[src/rtl/arcade_input_pkg.sv]
// Shared definitions for the arcade input front-end: per-player bit map,
// default PS/2 key assignment table and coin shaper state encoding.
package arcade_input_pkg;

    localparam int BIT_RIGHT = 0;
    localparam int BIT_LEFT  = 1;
    localparam int BIT_DOWN  = 2;
    localparam int BIT_UP    = 3;
    localparam int BIT_B1    = 4;
    localparam int BIT_B2    = 5;
    localparam int BIT_B3    = 6;
    localparam int BIT_START = 7;
    localparam int BIT_COIN  = 8;
    localparam int BIT_PAUSE = 9;
    localparam int NUM_BITS  = 10;

    typedef enum logic [1:0] {
        CS_IDLE,
        CS_PULSE,
        CS_WAIT_REL
    } coin_state_t;

    // {extended, scancode} per player and bit; 9'h000 leaves the bit unmapped.
    // 'P' (9'h04D) is shared so one key pauses from any player's map.
    localparam logic [8:0] KEYMAP [4][10] = '{
        '{9'h174, 9'h16B, 9'h172, 9'h175, 9'h014, 9'h011, 9'h029, 9'h016, 9'h02E, 9'h04D},
        '{9'h034, 9'h023, 9'h02B, 9'h02D, 9'h01C, 9'h01B, 9'h015, 9'h01E, 9'h036, 9'h04D},
        '{9'h04B, 9'h03B, 9'h042, 9'h043, 9'h114, 9'h059, 9'h05A, 9'h026, 9'h03D, 9'h04D},
        '{9'h074, 9'h06B, 9'h072, 9'h075, 9'h070, 9'h071, 9'h15A, 9'h025, 9'h03E, 9'h04D}
    };

    function automatic logic key_match(input logic [8:0] entry, input logic [8:0] event_code);
        return (entry != 9'h000) && (entry == event_code);
    endfunction

endpackage

[src/rtl/arcade_input_ctrl_coin.sv]
// Coin pulse shaper: a rising coin request yields exactly COIN_PULSE cycles
// of output, then waits for the request to be released before re-arming.
module coin_shaper
    import arcade_input_pkg::*;
#(
    parameter int COIN_PULSE = 1_600_000
) (
    input  logic clk,
    input  logic reset_n,
    input  logic coin_i,
    output logic coin_o
);

    localparam int CW = (COIN_PULSE > 1) ? $clog2(COIN_PULSE) : 1;

    coin_state_t   state_q;
    logic [CW-1:0] cnt_q;
    logic          prev_q;
    logic          coin_q;

    always_ff @(posedge clk or negedge reset_n) begin
        if (!reset_n) begin
            state_q <= CS_IDLE;
            cnt_q   <= '0;
            prev_q  <= 1'b0;
            coin_q  <= 1'b0;
        end else begin
            prev_q <= coin_i;
            case (state_q)
                CS_IDLE: begin
                    if (coin_i && !prev_q) begin
                        cnt_q   <= CW'(COIN_PULSE - 1);
                        coin_q  <= 1'b1;
                        state_q <= CS_PULSE;
                    end
                end
                CS_PULSE: begin
                    // Further presses while the pulse runs are deliberately ignored.
                    if (cnt_q == '0) begin
                        coin_q  <= 1'b0;
                        state_q <= CS_WAIT_REL;
                    end else begin
                        cnt_q <= cnt_q - 1'b1;
                    end
                end
                CS_WAIT_REL: begin
                    if (!coin_i) begin
                        state_q <= CS_IDLE;
                    end
                end
                default: begin
                    coin_q  <= 1'b0;
                    state_q <= CS_IDLE;
                end
            endcase
        end
    end

    assign coin_o = coin_q;

endmodule

[src/rtl/arcade_input_ctrl.sv]
// Arcade input front-end: PS/2 key decode merged with joysticks, coin shaping,
// autofire, pause toggle and DIP / game-index capture from the ioctl stream.
module arcade_input_ctrl
    import arcade_input_pkg::*;
#(
    parameter int NUM_PLAYERS  = 2,
    parameter int NUM_DIPS     = 8,
    parameter int DIP_INDEX    = 254,
    parameter int GAME_INDEX   = 1,
    parameter int COIN_PULSE   = 1_600_000,
    parameter int AUTOFIRE_DIV = 3_200_000
) (
    input  logic                     clk,
    input  logic                     reset_n,
    input  logic [10:0]              ps2_key,
    input  logic [NUM_PLAYERS*32-1:0] joystick,
    input  logic [NUM_PLAYERS-1:0]   autofire_en,
    input  logic                     ioctl_wr,
    input  logic [15:0]              ioctl_index,
    input  logic [26:0]              ioctl_addr,
    input  logic [7:0]               ioctl_data,
    output logic [NUM_PLAYERS*4-1:0] dir,
    output logic [NUM_PLAYERS*3-1:0] btn,
    output logic [NUM_PLAYERS-1:0]   start,
    output logic [NUM_PLAYERS-1:0]   coin,
    output logic                     pause,
    output logic [NUM_DIPS*8-1:0]    dip,
    output logic [3:0]               game_index
);

    localparam int AW = $clog2(AUTOFIRE_DIV + 1);

    logic                                   tog_q;
    logic [NUM_PLAYERS-1:0][NUM_BITS-1:0]   key_q, key_d;
    logic [NUM_PLAYERS-1:0][NUM_BITS-1:0]   merged;
    logic [NUM_PLAYERS-1:0][3:0]            dir_q, dir_d;
    logic [NUM_PLAYERS-1:0][2:0]            btn_q, btn_d;
    logic [NUM_PLAYERS-1:0]                 start_q, start_d;
    logic                                   pause_q, pause_prev_q, pause_any;
    logic [AW-1:0]                          div_q;
    logic                                   phase_q;
    logic [NUM_DIPS-1:0][7:0]               dip_q;
    logic [3:0]                             game_q;
    logic                                   dip_wr, game_wr;
    logic                                   unused_bits;

    // A toggle of ps2_key[10] marks a new event; every matching map entry follows it.
    always_comb begin
        key_d = key_q;
        if (ps2_key[10] != tog_q) begin
            for (int p = 0; p < NUM_PLAYERS; p++) begin
                for (int b = 0; b < NUM_BITS; b++) begin
                    if (key_match(KEYMAP[p][b], ps2_key[8:0])) begin
                        key_d[p][b] = ps2_key[9];
                    end
                end
            end
        end
    end

    always_comb begin
        pause_any = 1'b0;
        for (int p = 0; p < NUM_PLAYERS; p++) begin
            merged[p]  = key_q[p] | joystick[32*p +: NUM_BITS];
            dir_d[p]   = {merged[p][BIT_UP], merged[p][BIT_DOWN],
                          merged[p][BIT_RIGHT], merged[p][BIT_LEFT]};
            btn_d[p]   = {merged[p][BIT_B3], merged[p][BIT_B2],
                          merged[p][BIT_B1] & (~autofire_en[p] | phase_q)};
            start_d[p] = merged[p][BIT_START];
            pause_any  = pause_any | merged[p][BIT_PAUSE];
        end
    end

    always_ff @(posedge clk or negedge reset_n) begin
        if (!reset_n) begin
            tog_q        <= 1'b0;
            key_q        <= '0;
            dir_q        <= '0;
            btn_q        <= '0;
            start_q      <= '0;
            pause_q      <= 1'b0;
            pause_prev_q <= 1'b0;
            div_q        <= '0;
            phase_q      <= 1'b0;
        end else begin
            tog_q        <= ps2_key[10];
            key_q        <= key_d;
            dir_q        <= dir_d;
            btn_q        <= btn_d;
            start_q      <= start_d;
            pause_prev_q <= pause_any;
            if (pause_any && !pause_prev_q) begin
                pause_q <= ~pause_q;
            end
            // Shared autofire divider: phase flips once per AUTOFIRE_DIV cycles.
            if (div_q == AW'(AUTOFIRE_DIV - 1)) begin
                div_q   <= '0;
                phase_q <= ~phase_q;
            end else begin
                div_q <= div_q + 1'b1;
            end
        end
    end

    assign dip_wr  = ioctl_wr && (ioctl_index == 16'(DIP_INDEX));
    assign game_wr = ioctl_wr && (ioctl_index == 16'(GAME_INDEX));

    always_ff @(posedge clk or negedge reset_n) begin
        if (!reset_n) begin
            dip_q  <= '0;
            game_q <= '0;
        end else begin
            // Addresses at or beyond NUM_DIPS match no slot and are dropped.
            for (int i = 0; i < NUM_DIPS; i++) begin
                if (dip_wr && (ioctl_addr == 27'(i))) begin
                    dip_q[i] <= ioctl_data;
                end
            end
            if (game_wr) begin
                game_q <= ioctl_data[3:0];
            end
        end
    end

    for (genvar p = 0; p < NUM_PLAYERS; p++) begin : g_coin
        coin_shaper #(
            .COIN_PULSE(COIN_PULSE)
        ) u_coin (
            .clk    (clk),
            .reset_n(reset_n),
            .coin_i (merged[p][BIT_COIN]),
            .coin_o (coin[p])
        );
    end

    assign dir         = dir_q;
    assign btn         = btn_q;
    assign start       = start_q;
    assign pause       = pause_q;
    assign dip         = dip_q;
    assign game_index  = game_q;
    assign unused_bits = ^joystick;

endmodule

[config.mk]
export PLATFORM = sky130hd
export DESIGN_NAME = arcade_input_ctrl
export DESIGN_NICKNAME = d
export VERILOG_FILES = /design/src/rtl/arcade_input_pkg.sv /design/src/rtl/arcade_input_ctrl_coin.sv /design/src/rtl/arcade_input_ctrl.sv
export SDC_FILE = /design/constraint.sdc
export NUM_CORES = 1
export LEC_CHECK = 0
export BUFFER_PORTS_ARGS = -buffer_cell sky130_fd_sc_hd__buf_2
export CAP_MARGIN = 10
export CORE_ASPECT_RATIO = 0.6
export CORE_UTILIZATION = 54
export CTS_BUF_LIST = sky130_fd_sc_hd__clkbuf_4 sky130_fd_sc_hd__clkbuf_8
export DETAILED_ROUTE_END_ITERATION = 6
export PLACE_DENSITY_LB_ADDON = 0.2
export SLEW_MARGIN = 25
export SYNTH_ARGS = -nofsm -noshare
export SYNTH_HDL_FRONTEND = slang
export SYNTH_SLANG_ARGS = --single-unit
[constraint.sdc]
create_clock -name clk -period 2.56 [get_ports clk]
set_input_delay 0.256 -clock clk [delete_from_list [all_inputs] [get_ports clk]]
set_output_delay 0.256 -clock clk [all_outputs]
set_load 0.02 [all_outputs]
After elaboration in Yosys (flattened, before gate mapping)
Cells that the tools add are included.
{"block": "totals", "rom_bits": 0, "memories": 0, "latchBits": 0, "ff_bits": 179, "out_inout_bits": 87, "ram_bits": 0, "in_bits": 131, "word_cells": 173}
{"block": "classes", "n_mux": 21, "div_mod_pow": 0, "add_sub_neg": 3, "shift": 0, "n_eq_ne": 42, "order_cmp": 0, "multipliers": 0, "reduce_logical": 48, "bitwise_logic": 13}
{"operator": "== test 27 x 3 -> 1 bit (second input constant)", "n": 4}
{"operator": "2-to-1 mux 21 bit", "n": 4}
{"operator": "one-hot mux 21 bit (2 select lines)", "n": 2}
{"operator": "== test 5 x 9 -> 1 bit (first input constant)", "n": 7}
{"operator": "== test 6 x 9 -> 1 bit (first input constant)", "n": 7}
{"operator": "== test 27 x 2 -> 1 bit (second input constant)", "n": 2}
{"operator": "zero test 21 bit", "n": 2}
{"operator": "subtractor 21 x 1 -> 21 bit (second input constant)", "n": 2}
{"operator": "AND reduction 2 bit", "n": 19}
{"operator": "== test 9 bit (first input constant)", "n": 4}
{"operator": "== test 27 x 1 -> 1 bit (second input constant)", "n": 1}
{"operator": "zero test 27 bit", "n": 1}
{"operator": "adder 22 x 1 -> 22 bit (second input constant)", "n": 1}
{"operator": "== test 22 bit (second input constant)", "n": 1}
{"operator": "2-to-1 mux 22 bit", "n": 1}
{"operator": "bitwise OR 10 bit", "n": 2}
{"operator": "AND reduction 3 bit", "n": 6}
{"operator": "== test 16 x 1 -> 1 bit (second input constant)", "n": 1}
{"operator": "== test 16 x 8 -> 1 bit (second input constant)", "n": 1}
{"operator": "logical AND 1 bit", "n": 13}
{"operator": "2-to-1 mux 2 bit", "n": 6}
{"operator": "one-hot mux 2 bit (3 select lines)", "n": 2}
{"operator": "== test 7 x 9 -> 1 bit (first input constant)", "n": 1}
{"operator": "!= test 2 x 1 -> 1 bit (second input constant)", "n": 4}
{"operator": "other kinds (12)", "n": 33}

Depth between registers and ports, before layout
Gate-level depths: netlist of run 1.
{"block": "logic_depth", "word_depth": 4, "depth_mapped": 8, "depth_no_buf": 7}

By module
A second synthesis of run 1 with hierarchy kept.
{"block": "unflattened", "hier_cells": 704, "area_unflattened_um2": 8419.3}
{"module": "arcade_input_ctrl", "area_each_um2": 5604.1, "instances": 1, "seq_area_each_um2": 3228.1, "cells_per_inst": 408}
{"module": "coin_shaper", "area_each_um2": 1407.6, "instances": 2, "seq_area_each_um2": 625.6, "cells_per_inst": 148}

Least setup slack after synthesis of run 1
Ideal clock, no wire load.
{"block": "synth_path", "kind": "input port to flip-flop", "from": "input ioctl_addr[5]", "to": "register dip_q (netlist bit dip[16])", "slack_ns": 0.045, "setup_time_ns": 0.125, "cell_stages": 6, "t_arrival_ns": 2.390, "path_buffers": 1, "cell_sequence": "or4_1 > or3_4 > nor4_4 > and4bb_1 > buf_6 > mux2_2"}
{"block": "synth_between", "elab_chain_cells": 2}
{"element": "start: declaration", "line_no": "arcade_input_ctrl.sv:20", "text": "input logic [26:0] ioctl_addr,"}
{"element": "== test 27 x 2 -> 1 bit", "line_no": "arcade_input_ctrl.sv:115", "text": "if (dip_wr && (ioctl_addr == 27'(i))) begin"}
{"element": "logical AND 1 bit", "line_no": "arcade_input_ctrl.sv:115"}
{"element": "end signal: indexed assignment", "line_no": "arcade_input_ctrl.sv:116", "text": "dip_q[i] <= ioctl_data;"}
{"element": "end: declaration", "line_no": "arcade_input_ctrl.sv:42", "text": "logic [NUM_DIPS-1:0][7:0] dip_q;"}
No other way between the ends.
A chain may end at the register's enable or synchronous reset.

Worst setup path in the final report of run 1
{"block": "layout_path", "from": "register g_coin[0].u_coin.cnt_q[0]", "to": "register g_coin[0].u_coin.cnt_q[17]"}
{"block": "layout_between", "elab_chain_cells": 3, "elab_cells_between_ends": 6, "classes_between": "add/sub: 1; eq/ne: 1; mux: 2; reduce/logical: 2"}
{"element": "start: declaration", "line_no": "arcade_input_ctrl_coin.sv:17", "text": "logic [CW-1:0] cnt_q;"}
{"element": "start signal: assignment", "line_no": "arcade_input_ctrl_coin.sv:32", "text": "cnt_q <= CW'(COIN_PULSE - 1);"}
{"element": "start signal: assignment", "line_no": "arcade_input_ctrl_coin.sv:43", "text": "cnt_q <= cnt_q - 1'b1;"}
{"element": "subtractor 21 x 1 -> 21 bit / zero test 21 bit (equally long branches)", "line_no": "arcade_input_ctrl_coin.sv:43, arcade_input_ctrl_coin.sv:39"}
{"element": "2-to-1 mux 21 bit / != test 2 bit (equally long branches)"}
{"element": "one-hot mux 21 bit (2 select lines) / AND reduction 3 bit (equally long branches)"}
Parallel ways exist; a longest one is shown, timed or not. The select of a mux whose other input is x is not followed.

==> results_dict.tcl, run 1 <==
set metrics [dict create \
    outcome "finished clean" \
    worstHoldStart "joystick[8]" \
    yosys.area.top_type "dfrtp_1" \
    wl_per_cell_um 16.68 \
    cp_max_fo 5 \
    die_x_um 158.4 \
    fin_nets 1014 \
    grt_max_degree 71 \
    total_power_mw 5.952 \
    drive_gt1_share_pct 38.90 \
    first_pass_iters 5 \
    ys_top_cells_by_area "dfrtp_1, mux2_2, xnor2_1" \
    area_growth_pct 23.96 \
    synth_seq_cells 179 \
    track_usage_pct 25.17 \
    routabilityCongestion 0.8363 \
    ys_seq_area_share_pct 56.54 \
    setup_viol 0 \
    drt_iter0_markers 354 \
    path_class "reg2reg" \
    cap_violations 0 \
    start_util_pct 56.60 \
    post-route-min-period_ns 2.367 \
    slew_headroom_pct 55.25 \
    cts.sinks 179 \
    ys_warn_count 0 \
    cts_tree "yes" \
    core-area_sq_um 14000 \
    io_pins 218 \
    die_area_sq_um 15180 \
    ant_nets 0 \
    syn_inst 659 \
    antenna_cells 0 \
    rows 33 \
    worstPathRequired_ns 2.93 \
    fmax_ghz 0.4225 \
    post-place-ws_ns -0.03555 \
    synth_edf_count 0 \
    fp.dieH_um 95.83 \
    setup.worst_path.start_class "flip-flop" \
    htreeDepth 4 \
    clk_latency_ns 0.44 \
    synth_most_common_cell "dfrtp_1" \
    cp-end-kind "flip-flop" \
    grt_overflow 0 \
    port_buffers 173 \
    hold_class "in2reg" \
    synth_top_area_share_pct 56.54 \
    antenna_found_initial 0 \
    final_hold_viol_count 0 \
    clk_pin_slew_ns 0.10 \
    async_flop_share_pct 100.0 \
    leakagePower_nw 4.832 \
    timing.rr.start "g_coin[0].u_coin.cnt_q[0]$_DFFE_PN0P_" \
    hpwl_um 12870 \
    post-cts-setup-buffer-count 0 \
    rsz0062_at_grt "false" \
    synthFlopType "dfrtp_1" \
    vias_per_cell 5.537 \
    synth_common_cells "dfrtp_1, mux2_2, nor2_1" \
    finalClockSkew_ns 0.01719 \
    netlist_area_sq_um 7923 \
    irDropWorstVdd_mv 0.4786 \
    syn_nets 794 \
    cts_buffers 17 \
    critPathLaunch "g_coin[0].u_coin.cnt_q[0]$_DFFE_PN0P_" \
    clockBufferDepth 2 \
    dr_total_vias 6002 \
    drt_drc_violations_left 0 \
    powerDensity_nw_per_um2 606.1 \
    finalCritPeriodShare_pct 92.47 \
    drv_slew 0 \
    finalWirelength_um 18080 \
    root_buffer "clkbuf_8" \
    synthDistinctLibCells 54 \
    fillCellCount 998 \
    worst_slack_ns 0.1929 \
    grt_pass1_wl_um 29120 \
    avgSynthCellArea_sq_um 12.02 \
    grt_pass1_vias 5865 \
    worstMarginPinSlew_ns 0.6619 \
    cp.arrival_ns 2.73 \
]
==> final timing paths <==
check	end	slack, ns	depth (start not counted)
max	g_coin[0].u_coin.cnt_q[17]$_DFFE_PN0P_	0.19	8
min	g_coin[0].u_coin.prev_q$_DFF_PN0_	0.07	3
max reg2reg	g_coin[0].u_coin.cnt_q[17]$_DFFE_PN0P_	0.19	8
min reg2reg	dir[7]$_DFF_PN0_	0.46	1
max in group asynchronous	g_coin[1].u_coin.state_q[0]$_DFFE_PN0P_	1.37	3
min in group asynchronous	key_q[7]$_DFFE_PN0P_	0.38	2
==> state kept, by name, indices dropped and copies added (netlist names) <==
name and count:
phase_q 1, game_index 4, dir 8, g_coin.u_coin.prev_q 2
key_q 19, tog_q 1, dip 64, g_coin.u_coin.cnt_q 42
pause_prev_q 1, div_q 22, g_coin.u_coin.state_q 4, g_coin.u_coin.coin_o 2
pause 1, btn 6, start 2
==> metrics by stage <==
step / cells / util [%] / instance area, sq um / TNS (ns) / hold WS (ns)
after floorplan: 659 / - / 7923 / 0 / -0.03959
after global placement: 1032 / 65.51 / 9170 / 0 / 0.2909
after detailed placement: 1032 / 65.51 / 9170 / -0.3944 / 0.3086
after CTS: 1084 / 70.07 / 9808 / 0 / 0.03456
after global routing: 1084 / 70.16 / 9821 / 0 / 0.04260
final: 1084 / 70.16 / 9821 / 0 / 0.06626
==> timing repair <==
item	4_1_cts	5_1_grt
endpoints found under the hold margin	84	0
hold buffers	20	0
gates resized for setup	0	2
setup endpoints to repair	0	3
==> worst max-delay path, stage by stage (launching register included) <==
cell and delay, ns:
dfrtp_1 0.41, inv_1 0.10, ha_1 0.20, or4b_2 0.65, or3_1 0.37, nor3_1 0.18, buf_4 0.18, o31ai_1 0.07
a21oi_1 0.14
==> metal layers <==
layer,track usage (%),share of wire [%],vias to the layer above
li1,-,-,2827
met1,34.31,46,2969
met2,41.96,48,187
met3,4.818,4.9,19
met4,6.010,0.90,0
met5,0,0,-
==> cells by family (layout without fill, tap and decap cells) <==
logic type / count (synthesis) / count (layout) / synth area share (%)
simple gates: 268 / 268 / 19.49
flops: 179 / 179 / 56.54
mux: 97 / 97 / 13.63
compound gates: 46 / 46 / 3.806
xor+xnor: 38 / 38 / 4.201
buf+inv: 27 / 260 / 1.706
fa+ha+maj: 4 / 4 / 0.6317
==> final cells by class <==
cell class	instances	area, sq um	share of cell area, %
Clock buffer	18	247.7	2.523
Clock inverter	14	190.2	1.937
Inverter	8	30.03	0.3058
Multi-Input combinational cell	453	3321	33.81
Sequential cell	179	4479	45.61
Tap cell	192	240.2	2.446
Timing Repair Buffer	220	1313	13.36
==> report_power, final <==
part           switching, mW  internal (mW)  total [mW]
clock network           1.06           1.03        2.09
registers              0.180           3.00        3.18
logic                  0.379          0.311       0.690
==> layout by cell type, fill, tap and decap left out, types with 4 or more instances in the layout <==
master / n
a21oi_1: 8
a31oi_1: 5
and3_1: 7
buf_2: 172
buf_4: 24
clkbuf_8: 18
dfrtp_1: 179
dlygate4sd3_1: 20
ha_1: 4
inv_1: 8
inv_6: 4
mux2_2: 86
mux2i_1: 10
nand2_1: 34
nand2b_1: 8
nand3_1: 37
nand3b_1: 4
nand4_1: 8
nand4b_1: 4
nor2_1: 52
nor2b_1: 6
nor3_1: 24
nor4_1: 20
nor4b_1: 5
o21ai_0: 11
o31ai_1: 5
or2_2: 18
or3_1: 8
or4_1: 9
xnor2_1: 28
xor2_1: 10
Note: power is estimated with default switching activity, not from simulation.
==> run 2: changes to the inputs <==
- BUFFER_PORTS_ARGS: -buffer_cell sky130_fd_sc_hd__buf_2 -> -buffer_cell sky130_fd_sc_hd__buf_4
==> run 2 against run 1 <==
Clock-buffer cell count decreased by 1. Clock skew decreased by 0.0063 ns. Register-to-register slack about the same. Highest routed layer unchanged. Non-clock buffer count shrank 1. First-iteration DRC count shrank 13%. Sequential share of layout area down 1.8 points. Worst hold slack worse by 0.045 ns. Routed wire length is 3.5% higher. Cell count about the same. Global-route usage is 0.93 points higher.
==> results_dict.tcl, run 2 (synthesis gave the netlist of run 1 again) <==
set metrics [dict create \
    placedCellCount 1033 \
    root_buffer "clkbuf_8" \
    fin_nets 1013 \
    antenna_found_initial 0 \
    fillCellCount 929 \
    worstMarginPinSlew_ns 0.6578 \
    fmax_ghz 0.4203 \
    final_hold_viol_count 0 \
    post-cts-setup-buffer-count 0 \
    cp_max_fo 5 \
    drive_gt1_share_pct 39.06 \
    ant_nets 0 \
    final_common_cell "buf_4" \
    dr_total_vias 6115 \
    final_area_sq_um 10230 \
    cp-end-kind "flip-flop" \
    cap_violations 0 \
    timing.rr.start "g_coin[0].u_coin.cnt_q[0]$_DFFE_PN0P_" \
    port_buffers 173 \
    ff2ff_path_depth 8 \
    drv_slew 0 \
    hold_class "in2reg" \
    clockBufferDepth 2 \
    routabilityCongestion 0.9030 \
    die_area_sq_um 15180 \
    fin_cells 1083 \
    cts_buffers 17 \
    start_util_pct 56.60 \
    slew_headroom_pct 55.74 \
    antenna_cells 0 \
    htreeDepth 4 \
    area_growth_pct 29.17 \
    holdPathStages 2 \
    placed_area_sq_um 9608 \
    worstHoldStart "joystick[41]" \
    io_pins 218 \
    final_util_pct 73.11 \
    largest_reg_flops 64 \
    grt_pass1_wl_um 30000 \
    finalClockSkew_ns 0.01088 \
    worstPathRequired_ns 2.86 \
    grt_pass1_vias 5997 \
    final_cell_mix "buf_4, dfrtp_1, mux2_2, nor2_1, nand3_1" \
    cts.sinks 179 \
    clk_latency_ns 0.44 \
    first_pass_iters 5 \
    cts_tree "yes" \
    cp.arrival_ns 2.68 \
    outcome "finished clean" \
    vias_per_cell 5.646 \
    wl_per_cell_um 17.27 \
    die_x_um 158.4 \
    hpwl_um 13570 \
    post-route-min-period_ns 2.379 \
    core-area_sq_um 14000 \
    rows 33 \
    leakagePower_nw 4.915 \
    setup.worst_path.start_class "flip-flop" \
    grt_max_degree 75 \
    total_power_mw 6.017 \
    setup_viol 0 \
    irDropWorstVdd_mv 0.3688 \
    drt_drc_violations_left 0 \
    path_class "reg2reg" \
    powerDensity_nw_per_um2 588.0 \
    fp.dieH_um 95.83 \
    critPathLaunch "g_coin[0].u_coin.cnt_q[0]$_DFFE_PN0P_" \
    track_usage_pct 26.10 \
    finalWirelength_um 18710 \
    rsz0062_at_grt "false" \
    finalCritPeriodShare_pct 92.94 \
    clk_pin_slew_ns 0.10 \
    drt_iter0_markers 308 \
    grt_overflow 0 \
]
-- run 2: cell count changes in the layout (fill, tap and decap cells not counted), sizes merged --
cell         before  now
clkbuf           18   17
buf             200  201
inv              15   14
clkinv            1    5
dlygate4sd3      20   18
clkinvlp          3    1
-- run 2: stage by stage --
stage | worst slack (ns) | hold WS [ns] | TNS, ns
2_1_floorplan | 0.04517 | -0.03959 | 0
4_1_cts | 0.1268 | 0.004685 | 0
3_5_place_dp | -0.04481 | 0.3199 | -0.3901
3_3_place_gp | 0.02036 | 0.3083 | 0
5_1_grt | 0.03347 | 0.01105 | 0
6_report | 0.1806 | 0.02112 | 0
-- run 2: final timing paths --
kind                                                     endpoint  slack [ns]
max reg2reg                g_coin[0].u_coin.cnt_q[17]$_DFFE_PN0P_        0.18
max                        g_coin[0].u_coin.cnt_q[17]$_DFFE_PN0P_        0.18
min                                        pause_prev_q$_DFF_PN0_        0.02
min in group asynchronous                        dir[0]$_DFF_PN0_        0.39
min reg2reg                                      btn[4]$_DFF_PN0_        0.48
max in group asynchronous                     dip[23]$_DFFE_PN0P_        1.36
-- run 2: what timing repair did --
item | 4_1_cts | 5_1_grt
hold endpoints to repair | 87 | 0
setup endpoints to repair | 0 | 3
gates resized for setup | 0 | 2
hold buffers | 18 | 0
-- run 2: cell type report --
class	count	area [sq um]	area share, %
timing repair buffer	219	1730	16.91
sequential	179	4479	43.77
multi-input combinational	453	3321	32.45
inverter	8	30.03	0.2934
clock inverter	15	198.9	1.944
clock buffer	17	234.0	2.286
tap	192	240.2	2.347
-- run 2: worst max-delay path, cell delays in order (launching register included) --
cell and delay (ns):
dfrtp_1 0.41, inv_1 0.11, ha_1 0.20, or4b_2 0.67, or3_1 0.36, nor3_1 0.16
buf_4 0.17, or4_1 0.11, a21oi_1 0.05
-- run 2: per-layer routing --
| metal | track usage, % | part of all wire, % | wire, um |
|---|---|---|---|
| met5 | 0 | 0 | 0 |
| met4 | 5.929 | 0.81 | 151 |
| met3 | 5.493 | 5.8 | 1087 |
| met2 | 44.52 | 48 | 9069 |
| met1 | 34.55 | 45 | 8399 |
-- run 2: report_power, final --
part,total [mW],internal (mW),leakage [nW],switching [mW]
clock,2.07,0.999,0.216,1.07
combinational,0.758,0.361,2.40,0.397
sequential,3.19,3.00,2.29,0.193
total,6.02,4.36,4.91,1.66
==> run 3: changes to the inputs <==
- clock period: 2.56 -> 2.19 ns (I/O delays scaled with it)
==> run 3 against run 2 <==
Worst hold slack improved by 0.040 ns. Register-to-register slack lost 0.14 ns. Critical endpoint is now g_coin[0].u_coin.cnt_q[19]$_DFFE_PN0P_. Sequential power is 16% higher. Largest cell class unchanged. Design area up 2.1%. Routed wire length increased by 7.6%. First-iteration DRC count grew 56%. Combinational power up 33%. Setup slack lost 0.14 ns. Clock-buffer cell count up 1. Cell count grew 1.8%.
==> results_dict.tcl, run 3 (synthesis gave the netlist of run 1 again) <==
set metrics [dict create \
    area_growth_pct 31.87 \
    cts_tree "yes" \
    placed_area_sq_um 9742 \
    wl_per_cell_um 18.26 \
    drive_gt1_share_pct 41.27 \
    total_power_mw 7.035 \
    final_area_sq_um 10450 \
    fin_nets 1033 \
    hold_class "in2reg" \
    ant_nets 0 \
    setup.worst_path.start_class "flip-flop" \
    io_pins 218 \
    worstMarginPinSlew_ns 0.5755 \
    ff2ff_path_depth 4 \
    grt_max_degree 63 \
    cp_max_fo 5 \
    slew_headroom_pct 61.64 \
    clockBufferDepth 2 \
    post-place-ws_ns -0.2815 \
    die_area_sq_um 15180 \
    vias_per_cell 5.684 \
    finalCritPeriodShare_pct 98.37 \
    irDropWorstVdd_mv 0.4296 \
    cp-end-kind "flip-flop" \
    routabilityCongestion 0.9109 \
    die_x_um 158.4 \
    leakagePower_nw 5.022 \
    finalWirelength_um 20140 \
    drt_iter0_markers 480 \
    final_common_cell "buf_4" \
    drv_slew 0 \
    antenna_found_initial 0 \
    cts_buffers 17 \
    path_class "reg2reg" \
    cap_violations 0 \
    first_pass_iters 5 \
    clk_pin_slew_ns 0.10 \
    outcome "finished clean" \
    r2r_slack_ns 0.04 \
    final_cell_mix "buf_4, dfrtp_1, mux2_2, nor2_1, nand3_1" \
    track_usage_pct 27.50 \
    root_buffer "clkbuf_8" \
    post-route-min-period_ns 2.154 \
    worstPathRequired_ns 2.58 \
    setup_viol 0 \
    port_buffers 173 \
    cp.arrival_ns 2.54 \
    clk_latency_ns 0.45 \
    timing.hold.ws_ns 0.06144 \
    fp.dieH_um 95.83 \
    core-area_sq_um 14000 \
    grt_overflow 0 \
    holdPathStages 3 \
    grt_pass1_wl_um 31560 \
    dr_total_vias 6270 \
    worst_slack_ns 0.03580 \
    drt_drc_violations_left 0 \
    start_util_pct 56.60 \
    setup_tns_ns 0 \
    antenna_cells 0 \
    finalClockSkew_ns 0.01616 \
    rsz0062_at_grt "false" \
    largest_reg_flops 64 \
    rows 33 \
    powerDensity_nw_per_um2 673.4 \
    grt_pass1_vias 6341 \
    cts.sinks 179 \
    fmax_ghz 0.4642 \
    htreeDepth 4 \
    final_hold_viol_count 0 \
    hpwl_um 14530 \
]
run 3: changes by cell type in the layout (fill, tap and decap cells not counted), moves of 4 or more:
cell | previous run | this run
buf_4 | 197 | 214
clkinv_4 | 5 | 0
dlygate4sd3_1 | 18 | 22
inv_6 | 4 | 8
mux2_2 | 86 | 81
mux2_4 | 0 | 5
run 3: metal layers:
metal	vias to the layer above	global-route usage, %	wire, um
met3	36	5.943	1040
li1	2870	-	-
met4	0	9.215	325
met5	-	0	0
met1	3157	36.01	8994
met2	207	45.91	9776
run 3: worst paths after layout:
kind,start,end
max,g_coin[0].u_coin.cnt_q[17]$_DFFE_PN0P_,g_coin[0].u_coin.cnt_q[19]$_DFFE_PN0P_
min,joystick[36],btn[3]$_DFF_PN0_
min in group asynchronous,reset_n,g_coin[0].u_coin.prev_q$_DFF_PN0_
max in group asynchronous,reset_n,dip[18]$_DFFE_PN0P_
max reg2reg,g_coin[0].u_coin.cnt_q[17]$_DFFE_PN0P_,g_coin[0].u_coin.cnt_q[19]$_DFFE_PN0P_
min reg2reg,key_q[17]$_DFFE_PN0P_,start[1]$_DFF_PN0_
run 3: cell type report:
type,instances,area (sq um)
repair buffers,239,1878
inverters,8,30.03
clock inverters,14,163.9
clock buffers,18,241.5
flip-flops and latches,179,4479
multi-input cells,453,3415
well taps,192,240.2
fillers,926,3550
run 3: power by group:
group / internal [mW] / leakage, nW / switching (mW)
Combinational: 0.516 / 2.53 / 0.498
Clock: 1.06 / 0.198 / 1.26
Sequential: 3.50 / 2.29 / 0.196
run 3: timing repair:
item	CTS	global route
resized for setup	6	10
setup endpoints to repair	13	10
hold buffers	22	0
endpoints found under the hold margin	79	0
buffers inserted	0	2
run 3: metrics by stage:
| stage | util, % | std cells |
|---|---|---|
| floorplan | - | 659 |
| global placement | 69.60 | 1047 |
| detailed placement | 69.60 | 1047 |
| CTS | 74.27 | 1101 |
| global route | 74.64 | 1103 |
| finish | 74.64 | 1103 |
run 3: worst max-delay path: stages, from the launching register on:
cell and delay (ns):
dfrtp_1 0.43, or4_4 0.59, or2_2 0.36, or4b_2 0.61
nand3_1 0.10
